===== src/rtl/reg_bank_wr_pkg.sv =====
// reg_bank_wr_pkg: shared constants and types for the register bank write side
package reg_bank_wr_pkg;
  localparam logic [3:0] REG_PC = 4'd15;
  localparam int NUM_REGS = 16;
  typedef logic [3:0] reg_idx_t;
endpackage


===== src/rtl/reg_bank_wr_decode.sv =====
// reg_wr_decode: turns {en, addr} into a one-hot register write strobe
module reg_wr_decode
  import reg_bank_wr_pkg::*;
(
  input  logic                en,
  input  reg_idx_t            addr,
  output logic [NUM_REGS-1:0] strobe
);
  always_comb strobe = en ? {{(NUM_REGS-1){1'b0}}, 1'b1} << addr : '0;
endmodule


===== src/rtl/reg_bank_wr.sv =====
// reg_bank_wr: 16-entry register bank write side, two write ports, auto-advancing r15; optional REG_SCOREBOARD_EN busy tracking
module reg_bank_wr
  import reg_bank_wr_pkg::*;
#(
  parameter int                   BUS_WIDTH = 32,
  parameter logic [BUS_WIDTH-1:0] PC_STEP   = BUS_WIDTH'(4),
  parameter logic [BUS_WIDTH-1:0] PC_RESET  = '0
) (
  input  logic                          clk_in,
  input  logic                          rst_n_in,
  input  logic                          wa_en_in,
  input  reg_idx_t                      wa_addr_in,
  input  logic [BUS_WIDTH-1:0]          wa_data_in,
  input  logic                          wb_valid_in,
  input  reg_idx_t                      wb_addr_in,
  input  logic [BUS_WIDTH-1:0]          wb_data_in,
  output logic                          wb_ready_out,
  input  logic                          pc_hold_in,
`ifdef REG_SCOREBOARD_EN
  input  logic                          lock_en_in,
  input  reg_idx_t                      lock_addr_in,
  output logic [NUM_REGS-1:0]           busy_out,
`endif
  output logic [NUM_REGS*BUS_WIDTH-1:0] regs_out,
  output logic [15:0]                   wr_count_out
);
  logic [BUS_WIDTH-1:0] r [NUM_REGS];
  logic [NUM_REGS-1:0] sa, sb;
  logic wb_go;
  always_comb wb_ready_out = rst_n_in && !(wa_en_in && wa_addr_in == wb_addr_in);
  always_comb wb_go = wb_valid_in && wb_ready_out;
  reg_wr_decode u_dec_a (.en(wa_en_in), .addr(wa_addr_in), .strobe(sa));
  reg_wr_decode u_dec_b (.en(wb_go), .addr(wb_addr_in), .strobe(sb));
  always_ff @(posedge clk_in)
    for (int i = 0; i < NUM_REGS; i++)
      if (!rst_n_in) r[i] <= (i == int'(REG_PC)) ? PC_RESET : '0;
      else if (sa[i]) r[i] <= wa_data_in;
      else if (sb[i]) r[i] <= wb_data_in;
      else if (i == int'(REG_PC) && !pc_hold_in) r[i] <= r[i] + PC_STEP;
  always_ff @(posedge clk_in)
    wr_count_out <= !rst_n_in ? '0 : wr_count_out + {15'd0, wa_en_in} + {15'd0, wb_go};
  for (genvar g = 0; g < NUM_REGS; g++) begin : g_out
    assign regs_out[g*BUS_WIDTH +: BUS_WIDTH] = r[g];
  end
`ifdef REG_SCOREBOARD_EN
  logic [NUM_REGS-1:0] sl;
  reg_wr_decode u_dec_lock (.en(lock_en_in), .addr(lock_addr_in), .strobe(sl));
  always_ff @(posedge clk_in)
    busy_out <= !rst_n_in ? '0 : (busy_out | sl) & ~sb;
`endif
endmodule


===== config.mk =====
export PLATFORM = sky130hd
export DESIGN_NAME = reg_bank_wr
export DESIGN_NICKNAME = d
export VERILOG_FILES = /design/src/rtl/reg_bank_wr_pkg.sv /design/src/rtl/reg_bank_wr_decode.sv /design/src/rtl/reg_bank_wr.sv
export SDC_FILE = /design/constraint.sdc
export NUM_CORES = 1
export LEC_CHECK = 0
export BUFFER_PORTS_ARGS = -buffer_cell sky130_fd_sc_hd__buf_2
export CORE_MARGIN = 3
export CORE_UTILIZATION = 35
export CTS_CLUSTER_DIAMETER = 100
export DETAILED_ROUTE_END_ITERATION = 8
export GPL_ROUTABILITY_DRIVEN = 0
export SYNTH_ARGS = -nofsm -noshare
export SYNTH_HDL_FRONTEND = slang
export SYNTH_SLANG_ARGS = --single-unit

===== constraint.sdc =====
create_clock -name clk_in -period 8.9 [get_ports clk_in]
set_input_delay 0.89 -clock clk_in [delete_from_list [all_inputs] [get_ports clk_in]]
set_output_delay 0.89 -clock clk_in [all_outputs]
set_load 0.01 [all_outputs]

After elaboration in Yosys (flattened, before gate mapping)
Memory sizes are Yosys's and may differ from the RTL's.
Index checks and enable logic that the tools add are counted.
- reductions and logical operators: 4
- equal/unequal tests: 1
- $add $sub $neg: 3
- mux-type cells: 153
- bitwise operators: 33
- shift operators: 2
- operators by type and width (operator ; number):
    two-way mux 32 bit ; 33
    two-way mux 1 bit ; 118
    bitwise OR 1 bit ; 33
    adder 16 x 1 -> 16 bit ; 2
    adder 32 x 3 -> 32 bit (second input constant) ; 1
    two-way mux 16 bit ; 2
    << shifter 1 x 4 -> 16 bit (first input constant) ; 2
    == test 4 bit ; 1
    logical AND 1 bit ; 3
    logical NOT 1 bit ; 1
- memory bits (writable): 512
- output and inout port bits: 529
- bits in registers: 16
- word-level logic and storage cells: 198
- memories kept: 1
- input bits: 77
- memories (memory ; words ; bits a word ; read ports ; clocked after Yosys merged registers in ; wr ports ; RTL line ; source):
    r ; 16 ; 32 ; 16 ; 0 ; 16 ; reg_bank_wr.sv:27 ; logic [BUS_WIDTH-1:0] r [NUM_REGS];

Longest topological paths before layout
- depth after elaboration: 12
- mapped depth: 12
- mapped depth without buffers: 11

By module
A second synthesis with hierarchy kept.
- cell total of the unflattened synthesis: 1651
- area total of the unflattened synthesis: 23164.7 um^2
- by module, submodules not included (module ; cells each ; area an instance (um^2) ; times used ; sequential area each (um^2)):
    reg_bank_wr ; 1605 ; 22924.5 ; 1 ; 15695.1
    reg_wr_decode ; 23 ; 120.1 ; 2 ; 0.0

Worst setup path after synthesis
OpenSTA, ideal clock, no wires.
- kind: input to register
- start: input wa_addr_in[3]
- end: memory r[9][0], in the netlist r[1][32] (enable)
- path slack: 4.871 ns
- stages on the path: 7
- buffers on the path: 3
- arrival: 3.592 ns
- path through: buf_2 -> xor2_1 -> or3_4 -> o2111ai_4 -> buf_6 -> buf_2 -> o221ai_1
- RTL lines (item ; RTL line ; source):
    start, declared ; reg_bank_wr.sv:12 ; input reg_idx_t wa_addr_in,
    end, declared ; reg_bank_wr.sv:27 ;

==> flow_summary.ini <==
[run_status]
status = complete, no violations

[setup_path]
critPathTopFamily = compound AO/OA/AOI/OAI gates
crit_buf_inv = 1
critPathMaxFanout = 33
cp_cell_sequence = buf_2 > nand2_1 > nor3_1 > o2111a_2 > a211o_2
max_stage_delay_ns = 0.95
critPathLaunchType = primary input
cpMaxStageDelayCell = o2111a_2
cp.arrival_ns = 4.16
crit_path_end_kind = flip-flop
required_ns = 9.13
path_class = primary input to flip-flop

[clock_network]
clockBufferDepth = 3
htree_levels = 2
cts_tree = yes
cts-resized-gates = 0
worst_skew_pair.late_latency_ns = 0.61
cts.hold.buffers_added = 0
cts_sinks = 528
cts_buffers = 57
clk_pin_slew_worst_paths_ns = 0.06
post_cts_buffers = 0
cts_root_buffer = clkbuf_16

[synthesis]
synthesis.nets = 1783
yosysWarnings = 0
synth_cell_types = 56
synth-seq-cells = 528
yosysTopAreaCell = edfxtp_1
synth-edff-count = 512
synth_most_common_cell = edfxtp_1
synthFlopType = edfxtp_1
synthArstFlopShare_pct = 0
yosysSeqAreaShare_pct = 67.7
synthTopCellsByCount = edfxtp_1 (512), nand2_1 (220), clkbuf_1 (159)
avgSynthCellArea_um2 = 13.6
syn_area_um2 = 23200
syn_inst = 1703
yosys-top-cells-area = edfxtp_1 (66%), a22o_1 (4.9%), nand2_1 (3.6%), a2bb2o_1 (2.8%), a32o_1 (2.8%)
synth_top_area_share_pct = 66.3

[grt]
antenna_found_initial = 9
grt_start_max_net_pins = 69
grt_pass1_vias = 18724
grt_pass1_wl_um = 143000
grt_overflow = 0
grtUsageTotal_pct = 28.5

[sta]
period_needed_ns = 3.92
maxSlewViolCount = 0
period_share_pct = 44.1
fmax_mhz = 255
finalSetupTns_ns = 0
rsz0062_at_grt = no
skew_ns = 0.0128
maxSlewHeadroom_pct = 5.01
worstMarginPinSlew_ns = 1.42
hold_viol = 0
finalSetupViolCount = 0
holdWs_ns = 0.525

[die]
pin_count = 606
rows = 93
fp.dieW_um = 263
dieArea_um2 = 69400
start_util_pct = 35.7
core_um2 = 65000
fp.dieH_um = 263

[power_and_ir_drop]
intPower_uw = 4420
irDropWorstVdd_mv = 0.140
p_total_uw = 6010
switching_share_pct = 26.4
p_leak_uw = 0.0106
seqPwrFrac_pct = 49.8
p_switching_uw = 1580
combPwrFrac_pct = 10.6
clock_power_share_pct = 39.5
power_density_nw_per_um2 = 209

[final_layout]
utilization_pct = 44.2
drive_above_1_share_pct = 33.8
syn_to_final_growth_pct = 24.0
nFillCells = 6039
nNetsFinal = 2276
multi_input_comb_area_um2 = 6870
regArea_um2 = 15700
stdcell_area_um2 = 28800

[min_path]
hold_class = flip-flop to flip-flop

[drt]
vias = 19244
ant_nets = 0
drc = 0
routedWlPerCell_um = 33.3
drtPass1Iterations = 6
vias_per_cell = 6.21
drtIter0Drc = 2965
routed_wl_um = 103000

[placed_design]
place_hpwl_um = 69000
place_area_um2 = 26900
port-buffer-count = 605

[job]
maxCapViolCount = 0
## cell families after synthesis
| group | count (synthesis) | synth area share, % |
|---|---|---|
| fa+ha+maj | 3 | 0.194 |
| xor+xnor | 44 | 1.66 |
| mux | 10 | 0.432 |
| compound gates | 553 | 19.2 |
| buf+inv | 208 | 3.82 |
| simple gates | 357 | 7.03 |
| flops | 528 | 67.7 |
## final timing paths
kind,startpoint,endpoint,slack (ns),depth (start not counted)
setup reg to reg,r[1][229]$_DFFE_PP_,r[1][245]$_DFFE_PP_,6.26,5
hold reg to reg,wr_count_out[15]$_SDFF_PN0_,wr_count_out[15]$_SDFF_PN0_,0.52,2
hold / removal,wr_count_out[15]$_SDFF_PN0_,wr_count_out[15]$_SDFF_PN0_,0.52,2
setup / recovery,rst_n_in,r[0][79]$_DFFE_PP_,4.98,5
## worst min-delay path, delay by kind of cell (launching register included)
| family | cells | cell delay (ns) |
|---|---|---|
| DFF | 1 | 0.34 |
| and+or+nand+nor | 1 | 0.08 |
| xor gates and xnor gates | 1 | 0.07 |
## area by class of cell
class / instances / area share [%]
sequential: 528 / 54.6
multi-input combinational: 967 / 23.9
timing repair buffer: 636 / 11.3
clock buffer: 65 / 5.07
tap: 855 / 3.72
clock inverter: 39 / 1.27
inverter: 6 / 0.0783
antenna: 5 / 0.0435
## state kept, by name, summed over array words and instances (netlist names)
name	cells
r	512
wr_count_out	16
## per-stage QoR
step                setup WS [ns]  cells
finish                       4.98   3101
global placement             4.66   2992
floorplan                    4.87   1703
global route                 4.92   3098
CTS                          5.08   3096
detailed placement           4.43   2992
## layout by cell type (no fill, tap or decap), types with 28 or more instances in the layout
| master | netlist | routed |
|---|---|---|
| a22o_1 | 130 | 130 |
| a2bb2o_1 | 64 | 64 |
| a32o_1 | 64 | 64 |
| buf_2 | 29 | 605 |
| buf_4 | 4 | 31 |
| clkbuf_16 | 0 | 57 |
| edfxtp_1 | 512 | 512 |
| nand2_1 | 220 | 219 |
| nand3_1 | 28 | 28 |
| nor2_1 | 40 | 29 |
| o21ai_0 | 76 | 76 |
| o22ai_1 | 96 | 96 |
| o2bb2ai_1 | 64 | 64 |
| xor2_1 | 30 | 30 |
## power by group through the flow
stage | Combinational (µW) | Sequential (µW) | Clock [µW]
after floorplan | 188 | 3100 | 0
after global placement | 629 | 3040 | 0
after detailed placement | 635 | 3040 | 0
after CTS | 636 | 2990 | 2390
after global routing | 665 | 3000 | 2490
final | 639 | 2990 | 2370
## routing by layer
layer	wire, µm	GRT usage, %	part of all wire (%)
met3	11400	6.18	11
met5	42	0	0.041
met2	48500	46.2	47
met1	39200	37.6	38
met4	4240	10.4	4.1
Note: power is estimated with default switching activity, not from simulation.
